$ cat config.mk
export PLATFORM = sky130hd
export DESIGN_NAME = jk_reg_counter
export DESIGN_NICKNAME = d
export VERILOG_FILES = /design/src/rtl/jk_reg_counter.sv
export SDC_FILE = /design/constraint.sdc
export NUM_CORES = 1
export LEC_CHECK = 0
export ABC_AREA = 1
export BUFFER_PORTS_ARGS = -buffer_cell sky130_fd_sc_hd__buf_2
export CORE_ASPECT_RATIO = 0.6
export CORE_MARGIN = 4
export CORE_UTILIZATION = 54
export CTS_CLUSTER_SIZE = 28
export DETAILED_ROUTE_END_ITERATION = 10
export HOLD_SLACK_MARGIN = 0.02
export PLACE_DENSITY = 0.83
export SYNTH_ARGS = -nofsm -noshare
export SYNTH_HDL_FRONTEND = slang
export SYNTH_SLANG_ARGS = --single-unit
$ cat constraint.sdc
create_clock -name clk -period 4.5 [get_ports clk]
set_clock_uncertainty 0.05 [all_clocks]
set_input_delay 0.675 -clock clk [delete_from_list [all_inputs] [get_ports clk]]
set_output_delay 0.675 -clock clk [all_outputs]
set_load 0.005 [all_outputs]
$ cat src/rtl/jk_reg_counter.sv
// Purpose: WIDTH-bit JK flip-flop bank with parallel load, up/down counting, terminal count and change pulse.
// Latency: one cycle from input sample to q/qbar/chg; tc is combinational from q, mode and en.
// Backpressure: none; en=0 stalls all state, and a synchronous active-low clear overrides everything.
module jk_reg_counter #(
  parameter int               WIDTH     = 8,
  parameter bit               SATURATE  = 1'b0,
  parameter logic [WIDTH-1:0] RESET_VAL = '0
) (
  input  logic             clk,
  input  logic             clear,
  input  logic             en,
  input  logic [1:0]       mode,
  input  logic [WIDTH-1:0] j,
  input  logic [WIDTH-1:0] k,
  input  logic [WIDTH-1:0] d,
  output logic [WIDTH-1:0] q,
  output logic [WIDTH-1:0] qbar,
  output logic             tc,
  output logic             chg
);

  localparam logic [1:0] MODE_JK   = 2'b00;
  localparam logic [1:0] MODE_LOAD = 2'b01;
  localparam logic [1:0] MODE_UP   = 2'b10;
  localparam logic [1:0] MODE_DOWN = 2'b11;

  localparam logic [WIDTH-1:0] ALL_ONES = '1;
  localparam logic [WIDTH-1:0] ONE      = WIDTH'(1);

  logic             at_max;
  logic             at_min;
  logic [WIDTH-1:0] q_nxt;

  assign at_max = (q == ALL_ONES);
  assign at_min = (q == '0);

  // Next value of the bank for an enabled, non-clear edge.
  always_comb begin
    q_nxt = q;
    case (mode)
      // Characteristic JK equation per bit: 00 hold, 01 reset, 10 set, 11 toggle.
      MODE_JK:   q_nxt = (j & ~q) | (~k & q);
      MODE_LOAD: q_nxt = d;
      MODE_UP:   q_nxt = (SATURATE && at_max) ? q : q + ONE;
      MODE_DOWN: q_nxt = (SATURATE && at_min) ? q : q - ONE;
      default:   q_nxt = q;
    endcase
  end

  // Warns that the next enabled edge will wrap or saturate.
  assign tc = en & (((mode == MODE_UP) & at_max) | ((mode == MODE_DOWN) & at_min));

  // State update: clear beats en, en beats mode; qbar is kept as the complement of q.
  always_ff @(posedge clk) begin
    if (!clear) begin
      q    <= RESET_VAL;
      qbar <= ~RESET_VAL;
      chg  <= 1'b0;
    end else if (!en) begin
      chg  <= 1'b0;
    end else begin
      q    <= q_nxt;
      qbar <= ~q_nxt;
      chg  <= (q_nxt != q);
    end
  end

endmodule

Word-level counts from Yosys, hierarchy flattened. Cells that the tools add are included.

Register bits: 17. Input bits: 29. Output and inout bits: 18. Word-level logic and storage cells: 24.

Add/subtract/negate cells: 2. Eq/ne operators: 5. Multiplexer cells: 1. Bitwise gates (word level): 10. Reduce and logical (&&, ||, !) cells: 3.

Operator list (number): 8-bit one-hot mux with 4 select lines (1); 8-bit NOT (3); 8-bit bitwise AND (2); 8-bit by 1-bit adder with 8-bit output, second input constant (1); 8-bit equality test, second input constant (1); 8-bit logical NOT (1); 8-bit inequality test (1); 8-bit bitwise OR (1); 8-bit by 1-bit subtractor with 8-bit output, second input constant (1); 2-bit equality test, second input constant (2); 1-bit bitwise AND (3); 2-bit by 1-bit equality test with 1-bit output, second input constant (1); 2-bit logical NOT (1); 2-bit AND reduction (1); 1-bit bitwise OR (1).

Logic depth before layout (Yosys ltp).
Word-level depth: 5. Mapped depth: 19.

Worst setup path after synthesis. Ideal clock, no wire load.

Path type: input port to flip-flop. From: input mode[0]. To: register chg. Arrival: 2.132 ns. Required time: 4.333 ns. Setup slack: 2.201 ns. Cell stages on the path: 16. Cells stage by stage: buf_4 -> nand3_1 -> nand2_1 -> inv_2 -> ha_1 -> nor2_1 -> a21oi_2 -> nand2_1 -> nand2_1 -> nand2_1 -> nor2_1 -> nand3_1 -> nor2_1 -> nand3_1 -> nor2_1 -> a21oi_2.

Cells in the longest elaborated chain, start to end: 3. Elaborated cells between the ends (all ways): 6. Those cells by class: eq/ne (4); mux (1); reduce/logical (1).

Ends and longest elaborated chain: start, declared (line 12) `input logic [1:0] mode,`; 2-bit equality test (tied with other cells) (line 40) `case (mode)`; 8-bit one-hot mux with 4 select lines (*) (line 40); 8-bit inequality test (*) (line 64) `chg <= (q_nxt != q);`; end signal, assigned (line 64); end, declared (line 19) `output logic chg`.

Every way passes the cells marked *; elsewhere a longest branch is shown, timed or not. A chain may end at the register's enable or synchronous reset.

Final worst setup path.
From: input mode[1]. To: output tc.

Cells in the longest elaborated chain, start to end: 4. Elaborated cells between the ends (all ways): 6. Those cells by class: eq/ne (2); bitwise (4).

Ends and longest elaborated chain: 2-bit equality test (line 51) `assign tc = en & (((mode == MODE_UP) & at_max) | ((mode == MODE_DOWN) & at_min));`; 1-bit bitwise AND (line 51); 1-bit bitwise OR (*) (line 51); 1-bit bitwise AND (*) (line 51); end, declared (line 18) `output logic tc,`.

Marks and branches as above.

==> flow_summary.yaml <==
critical_path:
  critPathMostFrequentCell: "buf_2"
  rr_endpoint: "chg"
  slowest_stage: "buf_2"
  crit_path_start_kind: "input pin"
  worstPathRequired_ns: 3.77
  cp-end-kind: "output pin"
  cp-endpoint: "tc"
  crit_chain: "buf_2 > nand2_2 > inv_1 > nand2_1 > nor4_1 > nor2_1 > a211oi_1 > buf_2"
  rr_worst_depth: 15
  worstPathMaxFanout: 24
  crit_type: "in -> out"
  critical_path_arrival_ns: 2.25
  r2r_start: "q[1]"
  r2r_slack_ns: 2.29
  critPathMaxStageDelay_ns: 0.39
  crit_path_start: "mode[1]"
route:
  first_pass_iters: 6
  wl_per_cell_um: 13.45
  drcViolationCount: 0
  via_per_inst: 5.456
  drtAntennaViolNets: 0
  routed_wl_mm: 4.157
  vias: 1686
  drtIter0Drc: 219
cts:
  cts.clk_slew.worst_paths_ns: 0.07
  cts_setup_buffers: 0
  cts_resized: 0
  cts_tree: "yes"
  htree_levels: 1
  insertion_delay_ns: 0.25
  numCtsBuffers: 3
  cts_buffer_depth: 2
  ctsRootBufferMaster: "clkbuf_8"
  cts_hold_buf: 0
  cts.sinks: 17
cells_and_area:
  fin_cells: 309
  regArea_um2: 340.3
  nets: 310
  final_layout_size_suffix_gt1_share_pct: 25.81
  final_area_um2: 1657
  multiInputGateArea_um2: 912.1
  areaGrowthSynthToFinish_pct: 18.43
  fin_util_pct: 71.72
  n_antenna_cell: 0
  nFillCells: 213
worst_hold_path:
  hp-start: "qbar[4]"
  hp-class: "reg -> reg"
synth:
  postSynthCellCount: 238
  yosysSeqAreaShare_pct: 24.33
  yosys.area.top_type_share_pct: 24.33
  yosysUniqueCellTypes: 26
  yosys_warnings: 0
  syn_area_um2: 1399
  synth_top_area_cell: "dfxtp_1"
  syn_nets: 268
  avgSynthCellArea_um2: 5.877
  yosys_register_bits: 17
  ys_top_cells_by_area: "dfxtp_1 (24%), nand2_1 (20%), nand3_1 (9.7%), a21oi_1 (7.5%), inv_1 (5.6%)"
timing:
  relSlewSlack_pct: 68.26
  drv_slew: 0
  tightestPinTransition_ns: 0.4755
  fin_setup_tns_ns: 0
  finalSetupViolCount: 0
  period_share_pct: 66.21
  hold_violations: 0
  rsz0062_at_grt: "false"
  period_minus_slack_ns: 2.979
  max_freq_mhz: 335.6
die:
  fp.dieArea_um2: 3495
  dieHeight_um: 47.43
  fp.coreArea_um2: 2310
  start_util_pct: 60.56
  rows: 13
  die_x_um: 73.71
  ios: 47
placed_design:
  place_hpwl_mm: 3.198
  dp_cells: 305
  placed_area_um2: 1612
  io_buffer_count: 46
  place.gp.congestion: 0.9621
global_route:
  grt_pass1_vias: 1416
  antenna_found_initial: 0
  grt_usage_pct: 24.70
  overflow: 0
  grt_max_degree: 25
  grt_pass1_wl_mm: 6.555
outcome:
  status: "complete, no violations"
power_and_ir_drop:
  p_leak_uw: 0.0008626
  worst_ir_drop_vdd_v: 0.0001969
  p_total_uw: 451.1
  powerDensity_nw_per_um2: 272.3
run:
  max-cap-violations: 0
## cell usage in the layout (no fill, tap or decap), types with 4 or more instances in the layout
cell / count
nand3_2: 4
nand2_2: 12
nor3_1: 7
nand2_1: 74
o21ai_0: 12
buf_2: 46
inv_1: 21
dfxtp_1: 17
a21oi_1: 21
nor2_1: 16
nand3_1: 27
## report_power, final
part           internal [uW]  switching (uW)  total, uW
clock                   62.8            50.6        113
sequential               164            17.5        181
combinational           58.9            97.6        156
## worst max-delay path, delay by kind of cell
family,cells,cell delay [ns]
and+or+nand+nor,4,0.67
buffers and inverters,3,0.74
AOI/OAI and AO/OA,1,0.17
## cells by family (layout without fill, tap and decap cells)
| group | after synthesis | after routing | synth area share, % |
|---|---|---|---|
| adder cells (fa/ha/maj) | 1 | 1 | 0.8943 |
| AO/OA/AOI/OAI | 42 | 42 | 17.17 |
| flip-flops | 17 | 17 | 24.33 |
| buffers and inverters | 33 | 74 | 10.46 |
| AND/OR/NAND/NOR | 145 | 145 | 47.14 |
## Yosys cell counts
master and instances:
ha_1 1, buf_6 2, a211oi_1 3, clkbuf_1 4, nand2_1 74, nor2_1 16
nand4_1 2, o211ai_1 2, clkinv_1 1, nor2_4 1, nand3_2 4, nor3_1 7
nand3_1 27, o21ai_2 1, buf_2 2, clkinv_2 1, dfxtp_1 17, o21ai_0 12
inv_2 1, a21oi_1 21, buf_4 1, a21oi_2 2, inv_1 21, a21boi_2 1
nand2_2 12, nor4_1 2
## per-stage QoR
step	hold slack (ns)	setup WS, ns
finish	0.4147	1.521
global route	0.4279	1.368
CTS	0.4120	1.563
detailed placement	0.3975	1.560
global placement	0.3944	1.637
floorplan	0.4083	2.201
## sequential cells by signal (all words and copies together) (netlist names)
signal	flops
qbar	8
q	8
chg	1
## cell type report
cell class	instances	area share, %
clock buffer	4	2.719
inverter	24	5.514
sequential	17	20.54
timing repair buffer	46	13.90
multi-input combinational	188	55.06
tap	30	2.266
## worst min-delay path by stage
stage | endpoint | slack (ns) | cells past startpoint
2_1_floorplan | qbar[4] | 0.41 | 2
3_3_place_gp | qbar[4] | 0.39 | 2
3_5_place_dp | qbar[4] | 0.40 | 2
4_1_cts | qbar[4] | 0.41 | 2
5_1_grt | qbar[4] | 0.43 | 2
6_report | qbar[4] | 0.41 | 2
## metal layers
metal  global-route usage [%]  wire [um]
met4                    2.527         16
met1                    37.69       1931
met5                        0          0
met2                    36.44       1672
met3                    5.870        537
No activity file was read; power rests on OpenSTA's default activity.
